**src/rtl/seq_window_pkg.sv**
```systemverilog
// Shared types and default sizing for the window/handshake generator.
package seq_window_pkg;

    localparam int CW_DEF       = 4;
    localparam int PEND_MAX_DEF = 3;

    typedef enum logic [2:0] {
        IDLE = 3'd0,
        PRE  = 3'd1,
        XPH  = 3'd2,
        GAP  = 3'd3,
        YPH  = 3'd4,
        POST = 3'd5
    } state_t;

endpackage

```
**src/rtl/win_cnt.sv**
```systemverilog
// Loadable down-counter shared by the PRE, GAP and POST phases.
// `last` flags the final cycle of a phase (count == 1).
module win_cnt
    import seq_window_pkg::*;
#(
    parameter int CW = CW_DEF
) (
    input  logic          clk,
    input  logic          rst_n,
    input  logic          load,
    input  logic          dec,
    input  logic [CW-1:0] load_val,
    output logic          last
);

    logic [CW-1:0] count;

    // Load takes priority; decrement never wraps below zero.
    always_ff @(posedge clk or negedge rst_n) begin
        if (!rst_n) begin
            count <= '0;
        end else if (load) begin
            count <= load_val;
        end else if (dec && (count != '0)) begin
            count <= count - CW'(1);
        end
    end

    assign last = (count == CW'(1));

endmodule

```
**src/rtl/seq_window_gen.sv**
```systemverilog
// Two-phase handshake stimulus generator: win window enclosing an x pulse
// then a y pulse, with programmable lead/gap/tail and a saturating request queue.
//
//   state | meaning
//   ------+-----------------------------------------------
//   IDLE  | no window; launches on start or queued request
//   PRE   | win only, counting the lead cycles
//   XPH   | win and x pulse
//   GAP   | win only, counting the cycles between x and y
//   YPH   | win and y pulse
//   POST  | win only, counting the tail cycles
module seq_window_gen
    import seq_window_pkg::*;
#(
    parameter int CW       = CW_DEF,
    parameter int PEND_MAX = PEND_MAX_DEF,
    localparam int PW      = $clog2(PEND_MAX + 1)
) (
    input  logic          clk,
    input  logic          rst_n,
    input  logic          start,
    input  logic [CW-1:0] pre_cyc,
    input  logic [CW-1:0] gap_cyc,
    input  logic [CW-1:0] post_cyc,
    output logic          win,
    output logic          x,
    output logic          y,
    output logic          busy,
    output logic          done,
    output logic          drop,
    output logic [PW-1:0] pend
);

    state_t        state, state_nxt;
    logic [CW-1:0] gap_q, post_q;
    logic          launch;
    logic          cnt_load, cnt_dec, cnt_last;
    logic [CW-1:0] cnt_val;
    logic [PW-1:0] pend_nxt;
    logic          drop_nxt;
    logic          done_nxt;

    win_cnt #(.CW(CW)) u_cnt (
        .clk      (clk),
        .rst_n    (rst_n),
        .load     (cnt_load),
        .dec      (cnt_dec),
        .load_val (cnt_val),
        .last     (cnt_last)
    );

    // Next-state, counter control and queue bookkeeping.
    always_comb begin
        state_nxt = state;
        launch    = 1'b0;
        cnt_load  = 1'b0;
        cnt_dec   = 1'b0;
        cnt_val   = '0;
        unique case (state)
            IDLE: begin
                if (start || (pend != '0)) begin
                    launch    = 1'b1;
                    cnt_load  = 1'b1;
                    cnt_val   = pre_cyc;
                    state_nxt = (pre_cyc != '0) ? PRE : XPH;
                end
            end
            PRE: begin
                if (cnt_last) state_nxt = XPH;
                else          cnt_dec   = 1'b1;
            end
            XPH: begin
                if (gap_q != '0) begin
                    state_nxt = GAP;
                    cnt_load  = 1'b1;
                    cnt_val   = gap_q;
                end else begin
                    state_nxt = YPH;
                end
            end
            GAP: begin
                if (cnt_last) state_nxt = YPH;
                else          cnt_dec   = 1'b1;
            end
            YPH: begin
                if (post_q != '0) begin
                    state_nxt = POST;
                    cnt_load  = 1'b1;
                    cnt_val   = post_q;
                end else begin
                    state_nxt = IDLE;
                end
            end
            POST: begin
                if (cnt_last) state_nxt = IDLE;
                else          cnt_dec   = 1'b1;
            end
            default: state_nxt = IDLE;
        endcase

        // A start during a window is queued; a start at a launch edge with a
        // non-empty queue is serviced while the oldest queued entry waits on.
        pend_nxt = pend;
        drop_nxt = 1'b0;
        if (state != IDLE) begin
            if (start) begin
                if (pend == PW'(PEND_MAX)) drop_nxt = 1'b1;
                else                       pend_nxt = pend + PW'(1);
            end
        end else if (launch && !start && (pend != '0)) begin
            pend_nxt = pend - PW'(1);
        end

        done_nxt = (state != IDLE) && (state_nxt == IDLE);
    end

    // State register and the latched gap/tail of the running transaction.
    always_ff @(posedge clk or negedge rst_n) begin
        if (!rst_n) begin
            state  <= IDLE;
            gap_q  <= '0;
            post_q <= '0;
        end else begin
            state <= state_nxt;
            if (launch) begin
                gap_q  <= gap_cyc;
                post_q <= post_cyc;
            end
        end
    end

    // Outputs are registered from the next state so they line up with it.
    always_ff @(posedge clk or negedge rst_n) begin
        if (!rst_n) begin
            win  <= 1'b0;
            x    <= 1'b0;
            y    <= 1'b0;
            done <= 1'b0;
            drop <= 1'b0;
            pend <= '0;
        end else begin
            win  <= (state_nxt != IDLE);
            x    <= (state_nxt == XPH);
            y    <= (state_nxt == YPH);
            done <= done_nxt;
            drop <= drop_nxt;
            pend <= pend_nxt;
        end
    end

    assign busy = win;

endmodule

```
**config.mk**
```make
export PLATFORM = sky130hd
export DESIGN_NAME = seq_window_gen
export DESIGN_NICKNAME = d
export VERILOG_FILES = /design/src/rtl/seq_window_pkg.sv /design/src/rtl/win_cnt.sv /design/src/rtl/seq_window_gen.sv
export SDC_FILE = /design/constraint.sdc
export NUM_CORES = 1
export LEC_CHECK = 0
export BUFFER_PORTS_ARGS = -buffer_cell sky130_fd_sc_hd__buf_2
export CORE_MARGIN = 1.5
export CORE_UTILIZATION = 35
export CTS_BUF_LIST = sky130_fd_sc_hd__clkbuf_8
export CTS_CLUSTER_DIAMETER = 120
export DETAILED_ROUTE_END_ITERATION = 12
export SLEW_MARGIN = 20
export SYNTH_ARGS = -nofsm -noshare
export SYNTH_HDL_FRONTEND = slang
export SYNTH_SLANG_ARGS = --single-unit
```
**constraint.sdc**
```tcl
create_clock -name clk -period 3.1 [get_ports clk]
set_input_delay 0.31 -clock clk [delete_from_list [all_inputs] [get_ports clk]]
set_output_delay 0.31 -clock clk [all_outputs]
set_load 0.05 [all_outputs]
```
# ---- After elaboration in Yosys (flattened, before gate mapping)
# Cells that the tools add are included.
dict set report word_totals {
  ff_bits 22
  input_bits 15
  elab_cells 71
}
dict set report op_classes {
  add_sub_neg 3
  n_eq_ne 11
  n_mux 28
  reduce_logical 19
}
# op count
set op_table {}
lappend op_table {{4-bit two-way mux} 5}
lappend op_table {{3-bit two-way mux} 6}
lappend op_table {{3-bit one-hot mux with 6 select lines} 1}
lappend op_table {{4-bit nonzero test} 4}
lappend op_table {{4-bit one-hot mux with 3 select lines} 1}
lappend op_table {{2-bit two-way mux} 5}
lappend op_table {{3-bit by 2-bit equality test with 1-bit output (second input constant)} 3}
lappend op_table {{3-bit equality test (second input constant)} 3}
lappend op_table {{1-bit two-way mux} 9}
lappend op_table {{3-bit zero test} 2}
lappend op_table {{2-bit nonzero test} 3}
lappend op_table {{3-bit nonzero test} 2}
lappend op_table {{4-bit by 1-bit equality test with 1-bit output (second input constant)} 1}
lappend op_table {{1-bit logical AND} 4}
lappend op_table {{2-bit != test (second input constant)} 2}
lappend op_table {{4-bit by 1-bit subtractor with 4-bit output (second input constant)} 1}
lappend op_table {{3-bit by 1-bit equality test with 1-bit output (second input constant)} 1}
lappend op_table {{1-bit one-hot mux with 3 select lines} 1}
lappend op_table {{3-bit AND reduction} 1}
lappend op_table {{3-bit OR reduction} 1}
lappend op_table {{2-bit by 1-bit adder with 2-bit output (second input constant)} 1}
lappend op_table {{2-bit equality test (second input constant)} 1}
lappend op_table {{2-bit by 1-bit subtractor with 2-bit output (second input constant)} 1}
lappend op_table {{1-bit zero test} 1}
lappend op_table {{1-bit logical OR} 1}

# ---- Longest topological paths before layout
dict set report depth {
  word_depth 8
  mapped_depth 7
}

# ---- By module
# From an unflattened synthesis, not the netlist that was laid out.
dict set report hier_totals {
  cells_unflattened 122
  area_unflattened_um2 1216.2
}
# module instances cells_each area_per_inst_um2
set by_module_without_submodules {}
lappend by_module_without_submodules {seq_window_gen 1 93 933.4}
lappend by_module_without_submodules {win_cnt 1 29 282.8}

# ---- Worst setup path after synthesis
# No wires, ideal clock.
dict set report synth_path {
  path_kind {register -> register}
  from {register pend[1]}
  to {register win (netlist: busy)}
  arrival_time_ns 1.949
  required_time_ns 2.969
  path_slack_ns 1.020
  path_stages_with_launch 6
  synth_period_minus_slack_ns 2.080
  cell_sequence {dfrtp_1 or3_1 and2_0 clkbuf_1 a211o_1 or3_1}
}
dict set report synth_between {
  elab_chain_len 5
}
# element line_no
set synth_lines {}
lappend synth_lines {{start: declaration} seq_window_gen.sv:31} ;# output logic [PW-1:0] pend
lappend synth_lines {{start signal: assignment} seq_window_gen.sv:147} ;# pend <= pend_nxt;
lappend synth_lines {{2-bit nonzero test} seq_window_gen.sv:61} ;# if (start || (pend != '0)) begin
lappend synth_lines {{1-bit logical OR} seq_window_gen.sv:61}
lappend synth_lines {{3-bit two-way mux} seq_window_gen.sv:61}
lappend synth_lines {{3-bit one-hot mux with 6 select lines} seq_window_gen.sv:59} ;# unique case (state)
lappend synth_lines {{via state_nxt[0]} seq_window_gen.sv:34} ;# state_t state, state_nxt;
lappend synth_lines {{3-bit nonzero test} seq_window_gen.sv:142} ;# win <= (state_nxt != IDLE);
lappend synth_lines {{end signal: assignment} seq_window_gen.sv:142}
lappend synth_lines {{end: declaration} seq_window_gen.sv:25} ;# output logic win,
# The timed path passes the listed nets, and every way through them passes these cells.
# A chain may end at the register's enable or synchronous reset.

# ---- Final worst setup path
# Same ends and word-level chain as after synthesis.

==> load_flow_metrics.sql <==
INSERT INTO impl_metrics (metric_group, metric, value, unit) VALUES
('clock_network', 'clk_path_buf_depth', '2', ''),
('pwr', 'switching_fraction_of_total_power', '0.425', ''),
('global_routing', 'met2_usage', '0.233', ''),
('flow_run', 'maxCapViolCount', '0', ''),
('timing', 'finalHoldWorstSlack', '0.00160', 'ns'),
('place', 'dp.final_hpwl', '1820', 'µm'),
('timing', 'final_hold_viol_count', '0', ''),
('detailed_routing', 'via_per_inst', '5.17', ''),
('worst_setup_path', 'critical_path.max_fanout', '15', ''),
('worst_setup_path', 'critical_path_required', '3.24', 'ns'),
('global_routing', 'grt.overflow.total', '0', ''),
('worst_setup_path', 'arrival', '2.32', 'ns'),
('detailed_routing', 'routedWlPerCell', '13.4', 'µm'),
('place', 'place_inst', '178', ''),
('pwr', 'power.internal', '0.897', 'mW'),
('detailed_routing', 'total_number_of_vias', '941', ''),
('clock_network', 'cts_made_buffers', '3', ''),
('timing', 'fin_crit', '2.18', 'ns'),
('timing', 'setup_tns', '0', 'ns'),
('detailed_routing', 'antenna_violating_nets_post_route', '0', ''),
('outcome', 'run_status', 'complete, no violations', ''),
('global_routing', 'grt_first_pass_wirelength', '4140', 'µm'),
('timing', 'fin_crit_sh', '0.704', ''),
('clock_network', 'cts_setup_buffers', '0', ''),
('clock_network', 'clock_sinks', '22', ''),
('worst_setup_path', 'criticalPathCategory', 'flip-flop to flip-flop', ''),
('synthesis', 'netlist_instances', '117', ''),
('timing', 'fin_skew', '0.00148', 'ns'),
('synthesis', 'synthArstFlopShare', '1.00', ''),
('finish', 'syn_to_final_growth', '18.2', '%'),
('global_routing', 'grt_start_max_net_pins', '23', ''),
('pwr', 'ir_drop', '0.417', 'mV'),
('timing', 'slew_violations', '0', ''),
('timing', 'tightestPinTransition', '0.790', 'ns'),
('min_path', 'holdCritPathClass', 'primary input to asynchronous set/reset pin', ''),
('die', 'std_cell_core_area', '3100', 'µm²'),
('place', 'globalplace.congestion', '0.778', ''),
('pwr', 'seq_power_share', '0.347', ''),
('die', 'chipHeight', '60.7', 'µm'),
('clock_network', 'tritoncts_clock_tree', 'yes', ''),
('synthesis', 'synth_largest_area_cell', 'sky130_fd_sc_hd__dfrtp_1', ''),
('detailed_routing', 'wirelength', '2430', 'µm'),
('synthesis', 'post_synth_num_cell_types', '43', ''),
('pwr', 'comb_power_share', '0.481', ''),
('global_routing', 'first_global_vias', '859', ''),
('clock_network', 'cts.clk_slew.worst_paths', '0.08', 'ns'),
('synthesis', 'synth_compound_gate_area_share', '0.170', ''),
('timing', 'setup-violations-final', '0', ''),
('global_routing', 'busiest_layer', 'met2', ''),
('clock_network', 'cts_hold_repair.buffers', '0', ''),
('synthesis', 'yosys.area_share.adder', '0.0215', ''),
('pwr', 'clock_group_share_of_total_power', '0.172', ''),
('synthesis', 'synth.cell_area', '1160', 'µm²'),
('finish', 'antenna_cells', '0', ''),
('timing', 'relSlewSlack', '0.472', ''),
('clock_network', 'h-tree-depth', '1', ''),
('finish', 'layout.cells.non_filler', '182', ''),
('clock_network', 'worst_skew_pair.late_latency', '0.26', 'ns'),
('die', 'fp-row-count', '20', ''),
('pwr', 'power.density_cell_area', '1130', 'nW/µm²'),
('synthesis', 'yosys_register_bits', '22', ''),
('pwr', 'power.switching', '0.663', 'mW'),
('synthesis', 'post_synthesis_mux_area_share', '0.0355', ''),
('die', 'design.portCount', '23', ''),
('global_routing', 'grt_antenna_before_repair', '0', ''),
('synthesis', 'dominantRegCellSynth', 'sky130_fd_sc_hd__dfrtp_1', ''),
('synthesis', 'post_synth_top_cells', '27 x sky130_fd_sc_hd__nand2_1, 22 x sky130_fd_sc_hd__dfrtp_1', ''),
('detailed_routing', 'drtIter0Drc', '35', ''),
('global_routing', 'grtUsageMet3', '0.0299', ''),
('clock_network', 'cts_resized', '0', ''),
('synthesis', 'yosys.cell_count.top_type', 'sky130_fd_sc_hd__nand2_1', '');
==> critical path: stages (launching register included) <==
cell	delay, ns
sky130_fd_sc_hd__dfrtp_1	0.42
sky130_fd_sc_hd__or3_1	0.41
sky130_fd_sc_hd__and2_0	0.45
sky130_fd_sc_hd__a211o_1	0.40
sky130_fd_sc_hd__or3_1	0.38
==> per-layer routing <==
layer | wire, µm | part of all wire
met4 | 36 | 0.015
met1 | 1150 | 0.47
met2 | 1150 | 0.47
met5 | 0 | 0
met3 | 98 | 0.040
==> layout by cell type, fill, tap and decap left out, types with 3 or more instances in the layout <==
master                     instances
sky130_fd_sc_hd__buf_2            22
sky130_fd_sc_hd__mux2i_1           3
sky130_fd_sc_hd__nand2_1          27
sky130_fd_sc_hd__a21oi_1           3
sky130_fd_sc_hd__a22oi_1           3
sky130_fd_sc_hd__dfrtp_1          22
sky130_fd_sc_hd__o21ai_0           3
sky130_fd_sc_hd__a222oi_1          3
sky130_fd_sc_hd__and3b_1           3
sky130_fd_sc_hd__inv_1             3
sky130_fd_sc_hd__clkbuf_8          3
sky130_fd_sc_hd__nand3_1           3
==> kinds of logic (layout without fill, tap and decap cells) <==
logic type | count (synthesis) | in the layout
adders and majority gates | 2 | 2
DFF | 22 | 22
and+or+nand+nor | 54 | 54
buffers and inverters | 9 | 30
muxes | 4 | 4
AOI/OAI and AO/OA | 24 | 24
xor gates and xnor gates | 2 | 2
==> state kept, by name (all words and copies together), names as in the netlist, 2 cells and up <==
signal       count
gap_q            4
u_cnt.count      4
pend             2
post_q           4
state            3
==> final cells by class <==
cell class,count,area (µm²),area share
multi-input cells,86,569,0.414
flip-flops and latches,22,551,0.400
repair buffers,23,118,0.0855
well taps,44,55.1,0.0400
clock buffers,3,41.3,0.0300
clock inverters,1,30.0,0.0218
inverters,3,11.3,0.00819
==> final timing paths <==
path                             start             end  cells after the start
setup / recovery               pend[1]            busy                      4
hold / removal                   rst_n               y                      1
setup reg to reg               pend[1]            busy                      4
hold reg to reg              post_q[2]       post_q[2]                      2
max in group asynchronous        rst_n  u_cnt.count[0]                      1
min in group clk           post_cyc[1]       post_q[1]                      3
==> power groups by stage <==
stage | combinational, mW | clock [mW] | sequential, mW
after floorplan | 0.540 | 0 | 0.596
after global placement | 0.737 | 0 | 0.541
after detailed placement | 0.750 | 0 | 0.547
after CTS | 0.755 | 0.271 | 0.540
after global routing | 0.838 | 0.287 | 0.563
final | 0.750 | 0.268 | 0.541
==> per-stage QoR <==
stage / util / power (mW) / area [µm²] / setup slack, ns
6_report: 0.443 / 1.56 / 1380 / 0.919
5_1_grt: 0.443 / 1.69 / 1380 / 0.819
4_1_cts: 0.443 / 1.57 / 1380 / 0.930
3_5_place_dp: 0.420 / 1.30 / 1300 / 0.927
3_3_place_gp: 0.420 / 1.28 / 1300 / 0.981
2_1_floorplan: - / 1.14 / 1160 / 1.02
Power figures use the tool's default switching activity.
